File: config.mk
export PLATFORM = sky130hd
export DESIGN_NAME = debug_uart_rx
export DESIGN_NICKNAME = d
export VERILOG_FILES = /design/src/rtl/tinyqv_uart_pkg.sv /design/src/rtl/sync_2ff.sv /design/src/rtl/debug_uart_rx.sv
export SDC_FILE = /design/constraint.sdc
export NUM_CORES = 1
export LEC_CHECK = 0
export ABC_AREA = 1
export BUFFER_PORTS_ARGS = -buffer_cell sky130_fd_sc_hd__buf_2
export CAP_MARGIN = 20
export CORE_MARGIN = 3
export CORE_UTILIZATION = 40
export CTS_CLUSTER_SIZE = 30
export DETAILED_ROUTE_END_ITERATION = 10
export SYNTH_ARGS = -nofsm -noshare
export SYNTH_HDL_FRONTEND = slang
export SYNTH_SLANG_ARGS = --single-unit
File: constraint.sdc
create_clock -name clk -period 2.2 [get_ports clk]
set_clock_uncertainty 0.1 [all_clocks]
set_input_delay 0.11 -clock clk [delete_from_list [all_inputs] [get_ports clk]]
set_output_delay 0.11 -clock clk [all_outputs]
set_load 0.02 [all_outputs]
File: src/rtl/tinyqv_uart_pkg.sv
// Shared UART definitions for the tinyQV debug UART receiver and transmitter:
// bit-period computation and receiver state encoding.
`timescale 1ns/1ps
package tinyqv_uart_pkg;

  function automatic int cycles_per_bit(input int clk_hz, input int bit_rate);
    return clk_hz / bit_rate;
  endfunction

  typedef enum logic [2:0] {
    IDLE  = 3'd0,
    START = 3'd1,
    DATA  = 3'd2,
    STOP  = 3'd3,
    BREAK = 3'd4
  } uart_rx_state_t;

endpackage

File: src/rtl/sync_2ff.sv
// Two-flop synchroniser for asynchronous inputs; both flops reset to 1 so an
// idle-high line looks idle straight out of reset.
`timescale 1ns/1ps
module sync_2ff (
  input  logic clk,
  input  logic rst_n,
  input  logic i_d,
  output logic o_q
);

  logic r_meta;
  logic r_sync;

  always_ff @(posedge clk or negedge rst_n) begin
    if (!rst_n) begin
      r_meta <= 1'b1;
      r_sync <= 1'b1;
    end else begin
      r_meta <= i_d;
      r_sync <= r_meta;
    end
  end

  assign o_q = r_sync;

endmodule

File: src/rtl/debug_uart_rx.sv
// Debug UART receiver: 8N1, LSB first, single-byte buffer with sticky overrun
// and framing-error flags; rx_valid doubles as a level interrupt.
`timescale 1ns/1ps
module debug_uart_rx
  import tinyqv_uart_pkg::*;
#(
  parameter int CLK_HZ   = 64_000_000,
  parameter int BIT_RATE = 4_000_000
) (
  input  logic       clk,
  input  logic       rst_n,
  input  logic       uart_rxd,
  input  logic       rx_read,
  output logic [7:0] rx_data,
  output logic       rx_valid,
  output logic       rx_overrun,
  output logic       rx_frame_err,
  output logic       rx_busy
);

  localparam int CPB   = cycles_per_bit(CLK_HZ, BIT_RATE);
  localparam int CNT_W = $clog2(CPB);
  localparam logic [CNT_W-1:0] HALF_LOAD = CNT_W'(CPB / 2 - 1);
  localparam logic [CNT_W-1:0] FULL_LOAD = CNT_W'(CPB - 1);

  logic             w_rxd_sync;
  logic             r_rxd_q;
  logic [2:0]       r_arm;
  logic             w_fall;
  logic             w_cnt_zero;

  uart_rx_state_t   r_state, w_state_nxt;
  logic [CNT_W-1:0] r_cnt, w_cnt_nxt;
  logic [2:0]       r_bit_idx, w_bit_idx_nxt;
  logic [7:0]       r_shift, w_shift_nxt;
  logic             w_accept;
  logic             w_frame_err;

  logic [7:0]       r_rx_data;
  logic             r_rx_valid;
  logic             r_rx_overrun;
  logic             r_rx_frame_err;

  sync_2ff u_sync (
    .clk   (clk),
    .rst_n (rst_n),
    .i_d   (uart_rxd),
    .o_q   (w_rxd_sync)
  );

  // r_arm masks edge detection until the synchroniser and r_rxd_q hold real
  // line samples, so a line already low at reset release is not a start bit.
  always_ff @(posedge clk or negedge rst_n) begin
    if (!rst_n) begin
      r_rxd_q <= 1'b1;
      r_arm   <= 3'b000;
    end else begin
      r_rxd_q <= w_rxd_sync;
      r_arm   <= {r_arm[1:0], 1'b1};
    end
  end

  assign w_fall     = r_arm[2] & r_rxd_q & ~w_rxd_sync;
  assign w_cnt_zero = (r_cnt == '0);

  always_comb begin
    w_state_nxt   = r_state;
    w_cnt_nxt     = r_cnt;
    w_bit_idx_nxt = r_bit_idx;
    w_shift_nxt   = r_shift;
    w_accept      = 1'b0;
    w_frame_err   = 1'b0;
    case (r_state)
      IDLE: begin
        if (w_fall) begin
          w_state_nxt = START;
          w_cnt_nxt   = HALF_LOAD;
        end
      end
      START: begin
        if (!w_cnt_zero) begin
          w_cnt_nxt = r_cnt - 1'b1;
        end else if (w_rxd_sync) begin
          w_state_nxt = IDLE;
        end else begin
          w_state_nxt   = DATA;
          w_cnt_nxt     = FULL_LOAD;
          w_bit_idx_nxt = 3'd0;
        end
      end
      DATA: begin
        if (!w_cnt_zero) begin
          w_cnt_nxt = r_cnt - 1'b1;
        end else begin
          w_shift_nxt = {w_rxd_sync, r_shift[7:1]};
          w_cnt_nxt   = FULL_LOAD;
          if (r_bit_idx == 3'd7) begin
            w_state_nxt = STOP;
          end else begin
            w_bit_idx_nxt = r_bit_idx + 3'd1;
          end
        end
      end
      STOP: begin
        if (!w_cnt_zero) begin
          w_cnt_nxt = r_cnt - 1'b1;
        end else if (w_rxd_sync) begin
          w_accept    = 1'b1;
          w_state_nxt = IDLE;
        end else begin
          w_frame_err = 1'b1;
          w_state_nxt = BREAK;
        end
      end
      BREAK: begin
        if (w_rxd_sync) begin
          w_state_nxt = IDLE;
        end
      end
      default: w_state_nxt = IDLE;
    endcase
  end

  always_ff @(posedge clk or negedge rst_n) begin
    if (!rst_n) begin
      r_state   <= IDLE;
      r_cnt     <= '0;
      r_bit_idx <= 3'd0;
    end else begin
      r_state   <= w_state_nxt;
      r_cnt     <= w_cnt_nxt;
      r_bit_idx <= w_bit_idx_nxt;
    end
  end

  always_ff @(posedge clk) begin
    r_shift <= w_shift_nxt;
  end

  // A read clears the flags first; a same-cycle accept or framing error then
  // takes precedence, and a read in the accept cycle suppresses the overrun.
  always_ff @(posedge clk or negedge rst_n) begin
    if (!rst_n) begin
      r_rx_data      <= 8'h00;
      r_rx_valid     <= 1'b0;
      r_rx_overrun   <= 1'b0;
      r_rx_frame_err <= 1'b0;
    end else begin
      if (rx_read) begin
        r_rx_valid     <= 1'b0;
        r_rx_overrun   <= 1'b0;
        r_rx_frame_err <= 1'b0;
      end
      if (w_accept) begin
        r_rx_data  <= r_shift;
        r_rx_valid <= 1'b1;
        if (r_rx_valid && !rx_read) begin
          r_rx_overrun <= 1'b1;
        end
      end
      if (w_frame_err) begin
        r_rx_frame_err <= 1'b1;
      end
    end
  end

  assign rx_data      = r_rx_data;
  assign rx_valid     = r_rx_valid;
  assign rx_overrun   = r_rx_overrun;
  assign rx_frame_err = r_rx_frame_err;
  assign rx_busy      = (r_state != IDLE);

endmodule
* After elaboration in Yosys (flattened, before gate mapping)
Cells that the tools add are included.
Word-level totals: register bits after elaboration 35, input port bits 4, output and inout port bits 12, logic and storage cells 77
Cells by class: add/subtract/negate cells 2, equal/unequal tests 15, multiplexer cells 32, bitwise operators 3, reductions and logical operators 13
Operator list (count):
- 3-bit 2-to-1 mux | 11
- 4-bit 2-to-1 mux | 5
- 2-bit != test (second input constant) | 8
- 4-bit one-hot mux with 4 select lines | 1
- 3-bit one-hot mux with 5 select lines | 1
- 1-bit 2-to-1 mux | 12
- 3-bit by 2-bit == test with 1-bit output (second input constant) | 2
- 3-bit == test (second input constant) | 2
- 3-bit one-hot mux with 2 select lines | 1
- 6-bit AND reduction | 1
- 2-bit nonzero test | 3
- 5-bit AND reduction | 1
- 4-bit zero test | 1
- 4-bit AND reduction | 1
- 4-bit nonzero test | 1
- 4-bit by 1-bit subtractor with 4-bit output (second input constant) | 1
- 3-bit by 1-bit adder with 3-bit output (second input constant) | 1
- 3-bit by 1-bit == test with 1-bit output (second input constant) | 1
- 3-bit zero test | 1
- 3-bit != test (second input constant) | 1
- 3-bit nonzero test | 1
- 1-bit AND | 2
- 2-bit 2-to-1 mux | 1
- 2-bit by 1-bit != test with 1-bit output (second input constant) | 1
- 4 further kinds | 4

* Longest topological paths before layout
depth in word-level cells 4, gate-level depth with buffers 9, mapped depth without buffers 9

* Modules after synthesis
A second synthesis with hierarchy kept.
Second synthesis, totals: cells, all modules 164, area total of the unflattened synthesis 1566.5 µm²
Modules (own cells, without submodules):
- debug_uart_rx | instances 1, cells each 162, area an instance 1514.0 µm², seq. area each 867.1 µm²
- sync_2ff | instances 1, cells each 2, area an instance 52.6 µm², seq. area each 52.6 µm²

* Worst setup path after synthesis
Ideal clock, no wire load.
path type reg2reg, start point register r_cnt[0], end point register r_shift[0], enable pin, library setup time 0.370 ns, arrival 1.201 ns, required time 1.730 ns, slack 0.529 ns, cell stages (with the launch flop) 5, buffers on the path 0, clock period less this slack 1.671 ns, cell sequence dfrtp_1 -> inv_1 -> ha_1 -> nand3_4 -> nor2_1
On the way: cells in the longest elaborated chain, start to end 2
RTL lines:
- from (decl) | line debug_uart_rx.sv:33 | logic [CNT_W-1:0] r_cnt, w_cnt_nxt;
- from (signal assigned) | line debug_uart_rx.sv:131 | r_cnt <= w_cnt_nxt;
- 4-bit zero test | line debug_uart_rx.sv:64 | assign w_cnt_zero = (r_cnt == '0);
- 2-bit AND reduction (no line)
- to (signal assigned) | line debug_uart_rx.sv:137 | r_shift <= w_shift_nxt;
- to (decl) | line debug_uart_rx.sv:35 | logic [7:0] r_shift, w_shift_nxt;
Every way passes these cells. A chain may end at the register's enable or synchronous reset.

* Worst setup path in the final report
start point register r_cnt[0], end point register r_shift[6], enable pin
The elaborated chain is that of the path after synthesis.

==> impl_metrics.yaml <==
status:
  outcome: "finished, final reports clean"
critical_path:
  cpMaxStageDelayCell: "nor2_1"
  criticalPathCategory: "register to register"
  timing.rr.start: "r_cnt[0]"
  cp.arrival_ns: 1.67
  crit_start: "r_cnt[0]"
  crit_fanout: 8
  crit_chain: "inv_1, ha_1, nand3_4, nor2_1"
  endpoint_kind: "register"
  cpPeakStageDelay_ns: 0.50
  cp-start-kind: "register"
  cp_data_required_time_ns: 2.02
min_path:
  min_from: "r_arm[1]"
  hold_path_class: "register to register"
finish:
  final_nets: 190
  areaGrowthSynthToFinish_pct: 15.8
  drive_gt1_frac: 0.186
  fillers: 327
  final_core_util: 0.502
  num_antenna_cells: 0
timing:
  hold_viol: 0
  rsz0062_at_grt: "no"
  tightest_slew_ns: 0.620
  tns_ns: 0
  period_minus_slack_ns: 1.84
  worst_slack_ns: 0.356
  hold_ws_ns: 0.253
  finalSetupViolCount: 0
  fin_crit_sh: 0.838
  slew_headroom: 0.585
  fmax_mhz: 542
  slew_viol_final: 0
yosys:
  synth_edf_count: 8
  synth.most_common_cell: "nand2_1"
  async_flop_share: 0.771
  syn_area_per_cell_um2: 9.58
  yosys_warnings: 0
  synthFlopType: "dfrtp_1"
  synth_top_area_share: 0.397
  synthTopCellsByCount: "nand2_1, dfrtp_1, nor2_1"
  ys_ff_latch: 35
  synth_nets: 166
  synth_cells: 158
  yosys.area.top_type: "dfrtp_1"
  ys_types: 22
  synth_area_mm2: 0.00151
  synth_area_leaders: "dfrtp_1, edfxtp_1, nand2_1"
  seq_area_frac_synth: 0.607
clock_network:
  clock_latency_ns: 0.29
  post_cts_buffers: 0
  htreeDepth: 2
  cts_tree: "yes"
  cts_resized: 0
  cts_root_buf: "clkbuf_8"
  clk_path_buf_depth: 2
  cts_buffers: 5
  cts.clk_slew.worst_paths_ns: 0.06
  clock-sinks: 35
floorplanning:
  start_util: 0.433
  pin_count: 16
  die_h_um: 67.5
  die_area_mm2: 0.00456
  fp-row-count: 21
  die_width_um: 67.5
  core-area_mm2: 0.00349
placed_design:
  gp_congestion: 0.798
  post-dp-hpwl_um: 1830
  io_buffers: 15
  pre_cts_slack_ns: 0.350
power:
  power.leakage_nw: 0.931
  irDropWorstVdd_mv: 0.481
  power_density_mw_per_mm2: 1200
route:
  drcViolationCount: 0
  routed_wl_um: 2540
  routedWlPerCell_um: 11.1
  firstDrtPassIters: 6
  num_vias: 1052
  viasPerCell: 4.59
  antenna_left: 0
  drt-initial-drc-count: 65
global_routing:
  antenna_found_initial: 0
  grt_max_degree: 28
  grt_pass1_wl_um: 4510
  grt_use_total: 0.140
  grt_pass1_vias: 996
  globalRouteOverflowTotal: 0
job:
  cap_viol_max_count: 0
[registers in the layout (all words and copies together) (netlist names)]
signal	count
r_arm	3
r_bit_idx	3
r_cnt	4
r_rxd_q	1
r_shift	8
r_state	3
rx_data	8
rx_frame_err	1
rx_overrun	1
rx_valid	1
u_sync.o_q	1
u_sync.r_meta	1
[area by class of cell]
cell class                 count  area [um^2]  share of cell area
clock buffer                   6         72.6              0.0414
sequential                    35          920               0.525
multi-input combinational    107          533               0.304
tap                           46         57.6              0.0328
timing repair buffer          18          105              0.0600
inverter                      15         56.3              0.0321
clock inverter                 2         8.76             0.00500
[layout by cell type, fill, tap and decap left out, types with 4 or more instances in the layout]
cell,count
buf_2,15
clkbuf_8,5
dfrtp_1,24
edfxtp_1,8
ha_1,4
inv_1,13
nand2_1,54
nand3_1,14
nor2_1,15
o21ai_0,6
[stage by stage]
stage,area (um^2),std cells,power (W)
after floorplan,1510,158,0.00147
after global placement,1640,218,0.00166
after detailed placement,1640,218,0.00168
after CTS,1750,229,0.00213
after global routing,1750,229,0.00229
final,1750,229,0.00210
[path summary, 6_finish.rpt]
path / slack [ns] / depth (start not counted) / endpoint
min reg2reg: 0.25 / 0 / r_arm[2]
max in group asynchronous: 1.34 / 2 / r_bit_idx[2]
min in group asynchronous: 0.26 / 2 / rx_data[1]
max: 0.36 / 4 / r_shift[6]
min: 0.25 / 0 / r_arm[2]
max reg2reg: 0.36 / 4 / r_shift[6]
[critical path, delay by kind of cell (launching register included)]
family,cells,cell delay [ns]
flops,1,0.38
buf+inv,1,0.12
simple gates,2,0.64
fa+ha+maj,1,0.24
[where the power goes]
part / internal [W] / switching [W]
sequential: 0.000813 / 0.0000991
combinational: 0.000241 / 0.000509
clock: 0.000217 / 0.000223
[what timing repair did]
item,in CTS,in global routing
hold buffers,3,0
setup endpoints to repair,0,0
hold endpoints to repair,27,0
[logic make-up after synthesis]
logic type                 Yosys count  share of synthesized area
and+or+nand+nor                     90                      0.265
other                                1                    0.00248
DFF                                 35                      0.607
xor gates and xnor gates             1                    0.00579
AOI/OAI and AO/OA                   11                     0.0455
buffers and inverters               16                     0.0405
adders and majority gates            4                     0.0331
[per-layer routing]
| layer | share of wire | routed length (um) | GRT usage |
|---|---|---|---|
| met4 | 0.031 | 78 | 0.106 |
| met5 | 0 | 0 | 0 |
| met1 | 0.51 | 1280 | 0.187 |
| met2 | 0.41 | 1030 | 0.187 |
| met3 | 0.055 | 139 | 0.0449 |
No activity file was read; power rests on OpenSTA's default activity.
